<file path="src/rtl/chf_pll_pkg.sv">
// -----------------------------------------------------------------------------
// chf_pll_pkg
// Shared definitions for the PLL reconfiguration sequencer: FSM state encoding,
// pll_cfg management-port register addresses, the NTSC/PAL register values and
// a lookup of the fixed six-entry write program.
// -----------------------------------------------------------------------------
package chf_pll_pkg;

    typedef enum logic [1:0] {
        IDLE = 2'd0,
        WR   = 2'd1,
        DONE = 2'd2,
        LOCK = 2'd3
    } state_t;

    // pll_cfg register map
    localparam logic [5:0] ADDR_MODE  = 6'd0;
    localparam logic [5:0] ADDR_START = 6'd2;
    localparam logic [5:0] ADDR_N     = 6'd3;
    localparam logic [5:0] ADDR_M     = 6'd4;
    localparam logic [5:0] ADDR_C0    = 6'd5;
    localparam logic [5:0] ADDR_MFRAC = 6'd7;

    // Register values; N and M are common to both standards
    localparam logic [31:0] DATA_MODE  = 32'h0000_0000;  // waitrequest mode
    localparam logic [31:0] DATA_START = 32'h0000_0000;
    localparam logic [31:0] DATA_N     = 32'h0001_0000;
    localparam logic [31:0] DATA_M     = 32'h0000_0404;
    localparam logic [31:0] C0_NTSC    = 32'h0000_0505;
    localparam logic [31:0] C0_PAL     = 32'h0002_0504;
    localparam logic [31:0] MFRAC_NTSC = 32'h9745_BF27;  // 42.95454 MHz
    localparam logic [31:0] MFRAC_PAL  = 32'hA3D7_09E8;  // 48 MHz

    localparam logic [2:0] LAST_IDX = 3'd5;

    // Returns {address, data} for program step idx; tgt=1 selects PAL.
    function automatic logic [37:0] prog_entry(input logic [2:0] idx, input logic tgt);
        logic [37:0] e;
        case (idx)
            3'd0:    e = {ADDR_MODE, DATA_MODE};
            3'd1:    e = {ADDR_N, DATA_N};
            3'd2:    e = {ADDR_M, DATA_M};
            3'd3:    e = {ADDR_C0, (tgt ? C0_PAL : C0_NTSC)};
            3'd4:    e = {ADDR_MFRAC, (tgt ? MFRAC_PAL : MFRAC_NTSC)};
            default: e = {ADDR_START, DATA_START};
        endcase
        return e;
    endfunction

endpackage

</file>
<file path="src/rtl/chf_sync_debounce.sv">
// -----------------------------------------------------------------------------
// chf_sync_debounce
// Two-flop synchroniser with an optional stable-count compare.
//   STABLE_CYCLES > 0 : counts consecutive cycles the synchronised level differs
//                       from ref_i; trig_o pulses on the STABLE_CYCLES-th such
//                       cycle. hold_i forces the count to 0 and suppresses trig_o.
//   STABLE_CYCLES = 0 : plain synchroniser, trig_o tied low.
// Ports:
//   clk, reset_n   clock, asynchronous active-low reset
//   async_i        asynchronous input level
//   ref_i          level the synchronised input is compared against
//   hold_i         freeze/clear the stable counter
//   sync_o         synchronised level (reset value INIT)
//   trig_o         stable-difference trigger (one cycle)
// -----------------------------------------------------------------------------
module chf_sync_debounce #(
    parameter bit INIT          = 1'b0,
    parameter int STABLE_CYCLES = 0
) (
    input  logic clk,
    input  logic reset_n,
    input  logic async_i,
    input  logic ref_i,
    input  logic hold_i,
    output logic sync_o,
    output logic trig_o
);

    logic meta_q;
    logic sync_q;

    always_ff @(posedge clk or negedge reset_n) begin
        if (!reset_n) begin
            meta_q <= INIT;
            sync_q <= INIT;
        end else begin
            meta_q <= async_i;
            sync_q <= meta_q;
        end
    end

    assign sync_o = sync_q;

    generate
        if (STABLE_CYCLES > 0) begin : g_deb
            localparam int CW = (STABLE_CYCLES > 1) ? $clog2(STABLE_CYCLES) : 1;

            logic [CW-1:0] cnt_q;
            logic [CW-1:0] cnt_d;
            logic          differ;

            assign differ = (sync_q != ref_i);
            assign trig_o = !hold_i && differ && (cnt_q == CW'(STABLE_CYCLES - 1));

            // Any equality, hold or trigger restarts the run from zero.
            always_comb begin
                cnt_d = cnt_q + CW'(1);
                if (hold_i || !differ || trig_o) begin
                    cnt_d = '0;
                end
            end

            always_ff @(posedge clk or negedge reset_n) begin
                if (!reset_n) begin
                    cnt_q <= '0;
                end else begin
                    cnt_q <= cnt_d;
                end
            end
        end else begin : g_plain
            logic unused_ctl;
            assign unused_ctl = ^{ref_i, hold_i};
            assign trig_o     = 1'b0;
        end
    endgenerate

endmodule

</file>
<file path="src/rtl/chf_pll_reconf.sv">
// -----------------------------------------------------------------------------
// chf_pll_reconf
// Reprograms the system PLL through the pll_cfg Avalon-MM management port when
// the NTSC/PAL selection changes (NTSC 42.95454 MHz, PAL 48 MHz). The request is
// synchronised and debounced, a fixed six-write program is issued, and the core
// is held in reset (tv_reset) for the whole sequence.
//
// Optional build macro: CHF_PLL_LOCKWAIT_EN
//   When defined, the sequencer waits in LOCK after the program for pll_locked
//   to fall and rise again (or LOCK_TIMEOUT cycles) before releasing tv_reset.
//   When undefined, DONE returns straight to IDLE and pll_locked is unused.
//
// Ports:
//   clk               management clock (CLK_50M)
//   reset_n           asynchronous active-low reset
//   pal               requested standard (asynchronous)
//   pll_locked        PLL lock indicator (asynchronous)
//   mgmt_waitrequest  Avalon-MM waitrequest from pll_cfg
//   mgmt_write        Avalon-MM write strobe
//   mgmt_address      register address
//   mgmt_writedata    register data
//   tv_reset          core reset request, high while reconfiguring
//   busy              high in any state other than IDLE
//   cur_pal           standard currently programmed
// -----------------------------------------------------------------------------
module chf_pll_reconf
    import chf_pll_pkg::*;
#(
    parameter int DEBOUNCE_CYCLES = 1024,
    parameter bit INIT_PAL        = 1'b0,
    parameter int LOCK_TIMEOUT    = 65535
) (
    input  logic        clk,
    input  logic        reset_n,
    input  logic        pal,
    input  logic        pll_locked,
    input  logic        mgmt_waitrequest,
    output logic        mgmt_write,
    output logic [5:0]  mgmt_address,
    output logic [31:0] mgmt_writedata,
    output logic        tv_reset,
    output logic        busy,
    output logic        cur_pal
);

    state_t     state_q, state_d;
    logic [2:0] idx_q, idx_d;
    logic       tgt_q, tgt_d;
    logic       cur_pal_q, cur_pal_d;

    logic       pal_s;
    logic       pal_trig;
    logic       pll_locked_s;
    logic       lock_trig_unused;

    chf_sync_debounce #(
        .INIT          (INIT_PAL),
        .STABLE_CYCLES (DEBOUNCE_CYCLES)
    ) u_pal_sync (
        .clk     (clk),
        .reset_n (reset_n),
        .async_i (pal),
        .ref_i   (cur_pal_q),
        .hold_i  (busy),
        .sync_o  (pal_s),
        .trig_o  (pal_trig)
    );

    chf_sync_debounce #(
        .INIT          (1'b0),
        .STABLE_CYCLES (0)
    ) u_lock_sync (
        .clk     (clk),
        .reset_n (reset_n),
        .async_i (pll_locked),
        .ref_i   (1'b0),
        .hold_i  (1'b1),
        .sync_o  (pll_locked_s),
        .trig_o  (lock_trig_unused)
    );

`ifdef CHF_PLL_LOCKWAIT_EN
    localparam int LW = $clog2(LOCK_TIMEOUT + 1);

    logic [LW-1:0] lock_cnt_q, lock_cnt_d;
    logic          seen_low_q, seen_low_d;
`else
    localparam int unused_lock_timeout = LOCK_TIMEOUT;
    logic unused_lock;
    assign unused_lock = pll_locked_s;
`endif

    always_comb begin
        state_d        = state_q;
        idx_d          = idx_q;
        tgt_d          = tgt_q;
        cur_pal_d      = cur_pal_q;
`ifdef CHF_PLL_LOCKWAIT_EN
        lock_cnt_d     = lock_cnt_q;
        seen_low_d     = seen_low_q;
`endif
        mgmt_write     = 1'b0;
        mgmt_address   = '0;
        mgmt_writedata = '0;
        busy           = (state_q != IDLE);
        tv_reset       = (state_q != IDLE);

        case (state_q)
            IDLE: begin
                if (pal_trig) begin
                    tgt_d   = pal_s;
                    idx_d   = 3'd0;
                    state_d = WR;
                end
            end
            WR: begin
                // Address/data come only from the latched target, so they stay
                // stable across waitrequest stalls regardless of live pal.
                mgmt_write                     = 1'b1;
                {mgmt_address, mgmt_writedata} = prog_entry(idx_q, tgt_q);
                if (!mgmt_waitrequest) begin
                    if (idx_q == LAST_IDX) begin
                        state_d = DONE;
                    end else begin
                        idx_d = idx_q + 3'd1;
                    end
                end
            end
            DONE: begin
                cur_pal_d = tgt_q;
`ifdef CHF_PLL_LOCKWAIT_EN
                lock_cnt_d = '0;
                seen_low_d = 1'b0;
                state_d    = LOCK;
`else
                state_d    = IDLE;
`endif
            end
            LOCK: begin
`ifdef CHF_PLL_LOCKWAIT_EN
                // A stale 'locked' from before the retune must not end the wait:
                // require a low sample first.
                if (!pll_locked_s) begin
                    seen_low_d = 1'b1;
                end
                if ((pll_locked_s && seen_low_q) || (lock_cnt_q == LW'(LOCK_TIMEOUT))) begin
                    state_d = IDLE;
                end else begin
                    lock_cnt_d = lock_cnt_q + LW'(1);
                end
`else
                state_d = IDLE;
`endif
            end
            default: state_d = IDLE;
        endcase
    end

    always_ff @(posedge clk or negedge reset_n) begin
        if (!reset_n) begin
            state_q    <= IDLE;
            idx_q      <= 3'd0;
            tgt_q      <= INIT_PAL;
            cur_pal_q  <= INIT_PAL;
`ifdef CHF_PLL_LOCKWAIT_EN
            lock_cnt_q <= '0;
            seen_low_q <= 1'b0;
`endif
        end else begin
            state_q    <= state_d;
            idx_q      <= idx_d;
            tgt_q      <= tgt_d;
            cur_pal_q  <= cur_pal_d;
`ifdef CHF_PLL_LOCKWAIT_EN
            lock_cnt_q <= lock_cnt_d;
            seen_low_q <= seen_low_d;
`endif
        end
    end

    assign cur_pal = cur_pal_q;

endmodule

</file>
<file path="config.mk">
export PLATFORM = sky130hd
export DESIGN_NAME = chf_pll_reconf
export DESIGN_NICKNAME = d
export VERILOG_FILES = /design/src/rtl/chf_pll_pkg.sv /design/src/rtl/chf_sync_debounce.sv /design/src/rtl/chf_pll_reconf.sv
export SDC_FILE = /design/constraint.sdc
export NUM_CORES = 1
export LEC_CHECK = 0
export CAP_MARGIN = 20
export CORE_MARGIN = 10
export CORE_UTILIZATION = 60
export DETAILED_ROUTE_END_ITERATION = 10
export DONT_BUFFER_PORTS = 1
export GPL_TIMING_DRIVEN = 0
export MAX_ROUTING_LAYER = met4
export PLACE_DENSITY = 0.81
export SLEW_MARGIN = 20
export SYNTH_ARGS = -nofsm -noshare
export SYNTH_HDL_FRONTEND = slang
export SYNTH_HIERARCHICAL = 1
export SYNTH_SLANG_ARGS = --single-unit
export TNS_END_PERCENT = 5
</file>
<file path="constraint.sdc">
create_clock -name clk -period 2.5 [get_ports clk]
set_clock_uncertainty 0.05 [all_clocks]
set_input_delay 0.75 -clock clk [delete_from_list [all_inputs] [get_ports clk]]
set_output_delay 0.75 -clock clk [all_outputs]
set_load 0.05 [all_outputs]
</file>
Word-level counts from Yosys, hierarchy flattened:

Cells that the tools add are included.
Widths: inputs -> output; s select.

* output and inout bits: 42
* memories kept: 0
* latch bits: 0
* ROM bits: 0
* bits of input ports: 5
* bits in writable memories: 0
* register bits: 19
* word-level logic and storage cells: 52

* add/sub/neg operators: 2
* order comparisons: 0
* bitwise gates (word level): 0
* multiply operators: 0
* shift operators: 0
* divide/modulo/power cells: 0
* muxes and demuxes: 15
* equality and inequality tests: 14
* reduce and logical (&&, ||, !) cells: 14

Operators by type and width (count)
* $pmux 35 s5: 1
* $mux 32: 1
* $mux 30: 1
* $mux 18: 1
* $mux 3: 4
* $add 10x1->10 const B: 1
* $eq 10x10->1 const B: 1
* $mux 10: 1
* $eq 3x2->1 const B: 2
* $eq 3x3->1 const B: 2
* $mux 2: 3
* $ne 2x2->1 const B: 3
* $pmux 2 s3: 1
* $pmux 3 s2: 1
* $eq 2x2->1 const B: 2
* $reduce_and 4->1: 1
* $reduce_bool 2->1: 2
* $add 3x1->3 const B: 1
* $eq 3x1->1 const B: 1
* $logic_not 3->1: 1
* $reduce_and 3->1: 1
* $eq 2x1->1 const B: 1
* $logic_and 1x1->1: 2
* $logic_not 1->1: 2
* 7 further kinds: 8

Depth between registers and ports, before layout:

* depth after elaboration: 6
* gate-level depth with buffers: 7
* mapped depth without buffers: 7

Cells and area by module:

The synthesis kept the hierarchy.

By module, submodules not included
* chf_pll_reconf: cells each 101, area an instance 782.0 um^2, times used 1, seq. area each 175.2 um^2
* chf_sync_debounce: cells each 51, area an instance 558.0 um^2, times used 1, seq. area each 300.3 um^2

Least setup slack after synthesis:

Ideal clock, no wire load.

* kind: register -> output
* start point: reg state_q[1]
* end point: out mgmt_writedata[12]
* path buffers: 2
* arrival: 2.577 ns
* stages on the path, launching flop included: 6
* slack: -0.877 ns
* data required time: 1.700 ns
* cell sequence: dfrtp_1 > inv_1 > nand2_1 > clkbuf_1 > nor3_1 > buf_4

* cells in the longest elaborated chain, start to end: 2

RTL lines
* start: declaration: RTL line chf_pll_reconf.sv:46 `state_t state_q, state_d;`
* start signal: assignment: RTL line chf_pll_reconf.sv:170 `state_q <= state_d;`
* $eq 2x1->1: RTL line chf_pll_reconf.sv:108 `case (state_q)`
* $mux 32: RTL line chf_pll_reconf.sv:108
* end: declaration: RTL line chf_pll_reconf.sv:40 `output logic [31:0] mgmt_writedata,`

No other way between the ends.

Worst setup path in the final report:

* start point: reg idx_q[0]
* end point: out mgmt_writedata[13]

* cells in the longest elaborated chain, start to end: 3
* elaborated cells on any way between the ends: 7
* classes of those cells: eq/ne (4); mux (2); reduce/logical (1)

RTL lines
* start: declaration: RTL line chf_pll_reconf.sv:47 `logic [2:0] idx_q, idx_d;`
* start signal: assignment: RTL line chf_pll_reconf.sv:171 `idx_q <= idx_d;`
* $eq 3x3->1, or another cell as far along: RTL line chf_pll_pkg.sv:39 `case (idx)`
* $pmux 35 s5 (*): RTL line chf_pll_pkg.sv:39
* $mux 32 (*): RTL line chf_pll_reconf.sv:108

Every way passes the cells marked *; elsewhere a longest branch is shown, timed or not.

==> results.py <==
metrics = {
    "run_status": {
        "outcome": "complete, but fails checks",
        "violations": "setup timing",
    },
    "pwr": {
        "p_leak_nw": 0.731,
        "peakVddDrop_mv": 0.823,
        "power.density_nw_per_um2": 1110,
    },
    "timing": {
        "holdWs_ns": 0.0745,
        "fin_crit_sh": 1.14,
        "rsz0062_at_grt": "yes",
        "hold_viol": 0,
        "slew_violations": 0,
        "setup_violations": 24,
        "tightestPinTransition_ns": 0.857,
        "setup_ws_ns": -0.342,
        "fmax_mhz": 352,
        "min_period_ns": 2.84,
        "max_slew_margin": 0.427,
    },
    "synth": {
        "synthCells": 152,
        "synth_common_cells": "buf_4, dfrtp_1, nor3_1",
        "synth_edf_count": 0,
        "yosys.area_share.adder": 0.0560,
        "synthFlopType": "dfrtp_1",
        "synth_xor_area_frac": 0.0261,
        "synth_top_area_cell": "dfrtp_1",
        "synthArstFlopShare": 1.00,
        "netlist_top_cells_area": "dfrtp_1, buf_4, ha_1, nor3_1, nand2_1",
        "syn-cell-area_um2": 1340,
        "ys_warn_count": 6,
        "yosysMostFrequentCell": "buf_4",
        "synth_top_family_by_area": "simple AND/OR/NAND/NOR gates",
        "ys_types": 39,
        "synth_compound_area_frac": 0.142,
        "synth_area_per_cell_um2": 8.82,
        "synth_mux_area_frac": 0.0112,
        "synth-seq-cells": 19,
        "netlist.area_leader.share": 0.355,
        "yosysSeqAreaShare": 0.355,
        "synth-simple-area-share": 0.207,
    },
    "worst_setup_path": {
        "endpoint": "mgmt_writedata[13]",
        "critPathKind": "reg2out",
        "critPathMaxFanout": 7,
        "reg2reg_depth": 7,
        "reg2reg_to": "tgt_q",
        "critPathLaunchType": "flop",
        "worst_setup_path_end_kind": "output port",
        "reg2reg_slack_ns": 0.13,
        "crit_arrival_ns": 2.04,
        "crit-reg2reg-launch": "u_pal_sync/g_deb.cnt_q[0]",
        "crit_start": "idx_q[0]",
        "critPathMaxStageDelay_ns": 0.66,
        "worstPathCellList": "inv_2 > ha_4 > nand2_8 > nor3_4 > buf_6",
        "cp.required_ns": 1.70,
        "crit_path_top_delay_cell": "nor3_4",
    },
    "layout": {
        "nFillCells": 113,
        "fin_area_um2": 1770,
        "post-route-util": 0.814,
        "layout.nets": 184,
        "area_growth_pct": 31.8,
        "drive_above_1_share": 0.453,
        "final_cells": 200,
        "antenna_cells": 0,
    },
    "detailed_routing": {
        "wirelength_um": 3970,
        "vias_per_cell": 6.11,
        "route.detailed.drc": 0,
        "ant_nets": 0,
        "drt_iter0_drc": 83,
        "wl_per_cell_um": 19.8,
        "num_vias": 1222,
        "first_pass_iters": 4,
    },
    "floorplanning": {
        "num_rows": 17,
        "dieArea_um2": 4520,
        "dieHeight_um": 67.3,
        "initial_utilization": 0.618,
        "core_area_um2": 2170,
        "die_w_um": 67.3,
        "ioPinCount": 47,
    },
    "min_path": {
        "hold_path_class": "in2async",
    },
    "placed_design": {
        "place_inst": 188,
        "gp_congestion": 0.754,
        "place_hpwl_um": 2300,
        "io_buffer_count": 0,
        "dpl-instance-area_um2": 1460,
    },
    "clock_network": {
        "clk_latency_ns": 0.30,
        "cts_hold_buf": 0,
        "clkSinkCount": 19,
        "path_clk_slew_ns": 0.11,
        "cts_buffers": 3,
        "cts_buffer_depth": 2,
        "cts_tree": "done",
        "cts-root-buf": "clkbuf_4",
        "h-tree-depth": 1,
    },
    "global_route": {
        "grt_util_all_layers": 0.174,
        "grt_pass1_vias": 1090,
        "grt_antenna_before_repair": 0,
        "grt_pass1_wl_um": 5890,
        "gr-total-overflow": 0,
        "grt_max_degree": 20,
    },
    "job": {
        "drv_cap": 0,
    },
}
[cells by family after synthesis]
group                      count (synthesis)
xor gates and xnor gates                   4
buffers and inverters                     41
other                                      1
and+or+nand+nor                           52
muxes                                      1
DFF                                       19
AOI/OAI and AO/OA                         28
adders and majority gates                  6
[placed cells by master, fill, tap and decap left out, types with 4 or more instances in the layout]
cell type	instances
nor3_1	8
dfrtp_1	16
buf_4	25
buf_6	13
nand2_1	8
o21ai_0	4
inv_1	4
nor2_1	5
nor2_4	4
conb_1	9
[through the flow]
step / setup WS (ns) / total power, mW / setup TNS [ns]
global route: -0.430 / 2.05 / -8.18
finish: -0.342 / 1.96 / -6.00
floorplan: -0.179 / 1.29 / -1.87
detailed placement: -0.358 / 1.41 / -7.24
CTS: -0.383 / 1.88 / -6.28
global placement: -0.340 / 1.36 / -5.89
[per-layer routing]
metal,wire (µm),up-vias,GRT usage
li1,-,539,-
met1,1420,582,0.181
met2,2080,85,0.323
met3,411,16,0.0529
met4,65,0,0.0205
met5,0,-,-
[state kept, by name (all words and copies together) (netlist names)]
register	cells
tgt_q	1
cur_pal	1
u_pal_sync/g_deb.cnt_q	10
state_q	2
idx_q	3
u_pal_sync/sync_o	1
u_pal_sync/meta_q	1
[final cells by class]
cell class                 count  area, µm²  area share
sequential                    19        479       0.271
buffer                        32        303       0.171
multi-input combinational    100        820       0.464
tap                           28       35.0      0.0198
clock inverter                 1       5.00     0.00283
inverter                       9       42.5      0.0241
timing repair buffer           8       60.1      0.0340
clock buffer                   3       22.5      0.0127
[how the worst min path moves through the flow]
stage and endpoint:
2_1_floorplan u_pal_sync/sync_o, 3_3_place_gp u_pal_sync/sync_o, 3_5_place_dp u_pal_sync/sync_o, 4_1_cts state_q[1]
5_1_grt idx_q[1], 6_report idx_q[0]
[worst max-delay path: cells and delay by family, from the launching register on]
| kind | cells | cell delay (ns) |
|---|---|---|
| simple gates | 2 | 0.73 |
| flops | 1 | 0.48 |
| buf+inv | 2 | 0.36 |
| fa+ha+maj | 1 | 0.16 |
[power breakdown]
part | internal [mW] | leakage, nW | switching, mW | total (mW)
registers | 0.354 | 0.250 | 0.0520 | 0.406
logic | 0.436 | 0.463 | 0.962 | 1.40
clock network | 0.0596 | 0.0177 | 0.0941 | 0.154
total | 0.850 | 0.731 | 1.11 | 1.96
[what timing repair did]
| action | in CTS | in global routing |
|---|---|---|
| gates resized for setup | 53 | 3 |
| setup buffers | 6 | 2 |
| pin swaps | 5 | 4 |
| setup endpoints to repair | 29 | 27 |
Note: power is estimated with default switching activity, not from simulation.
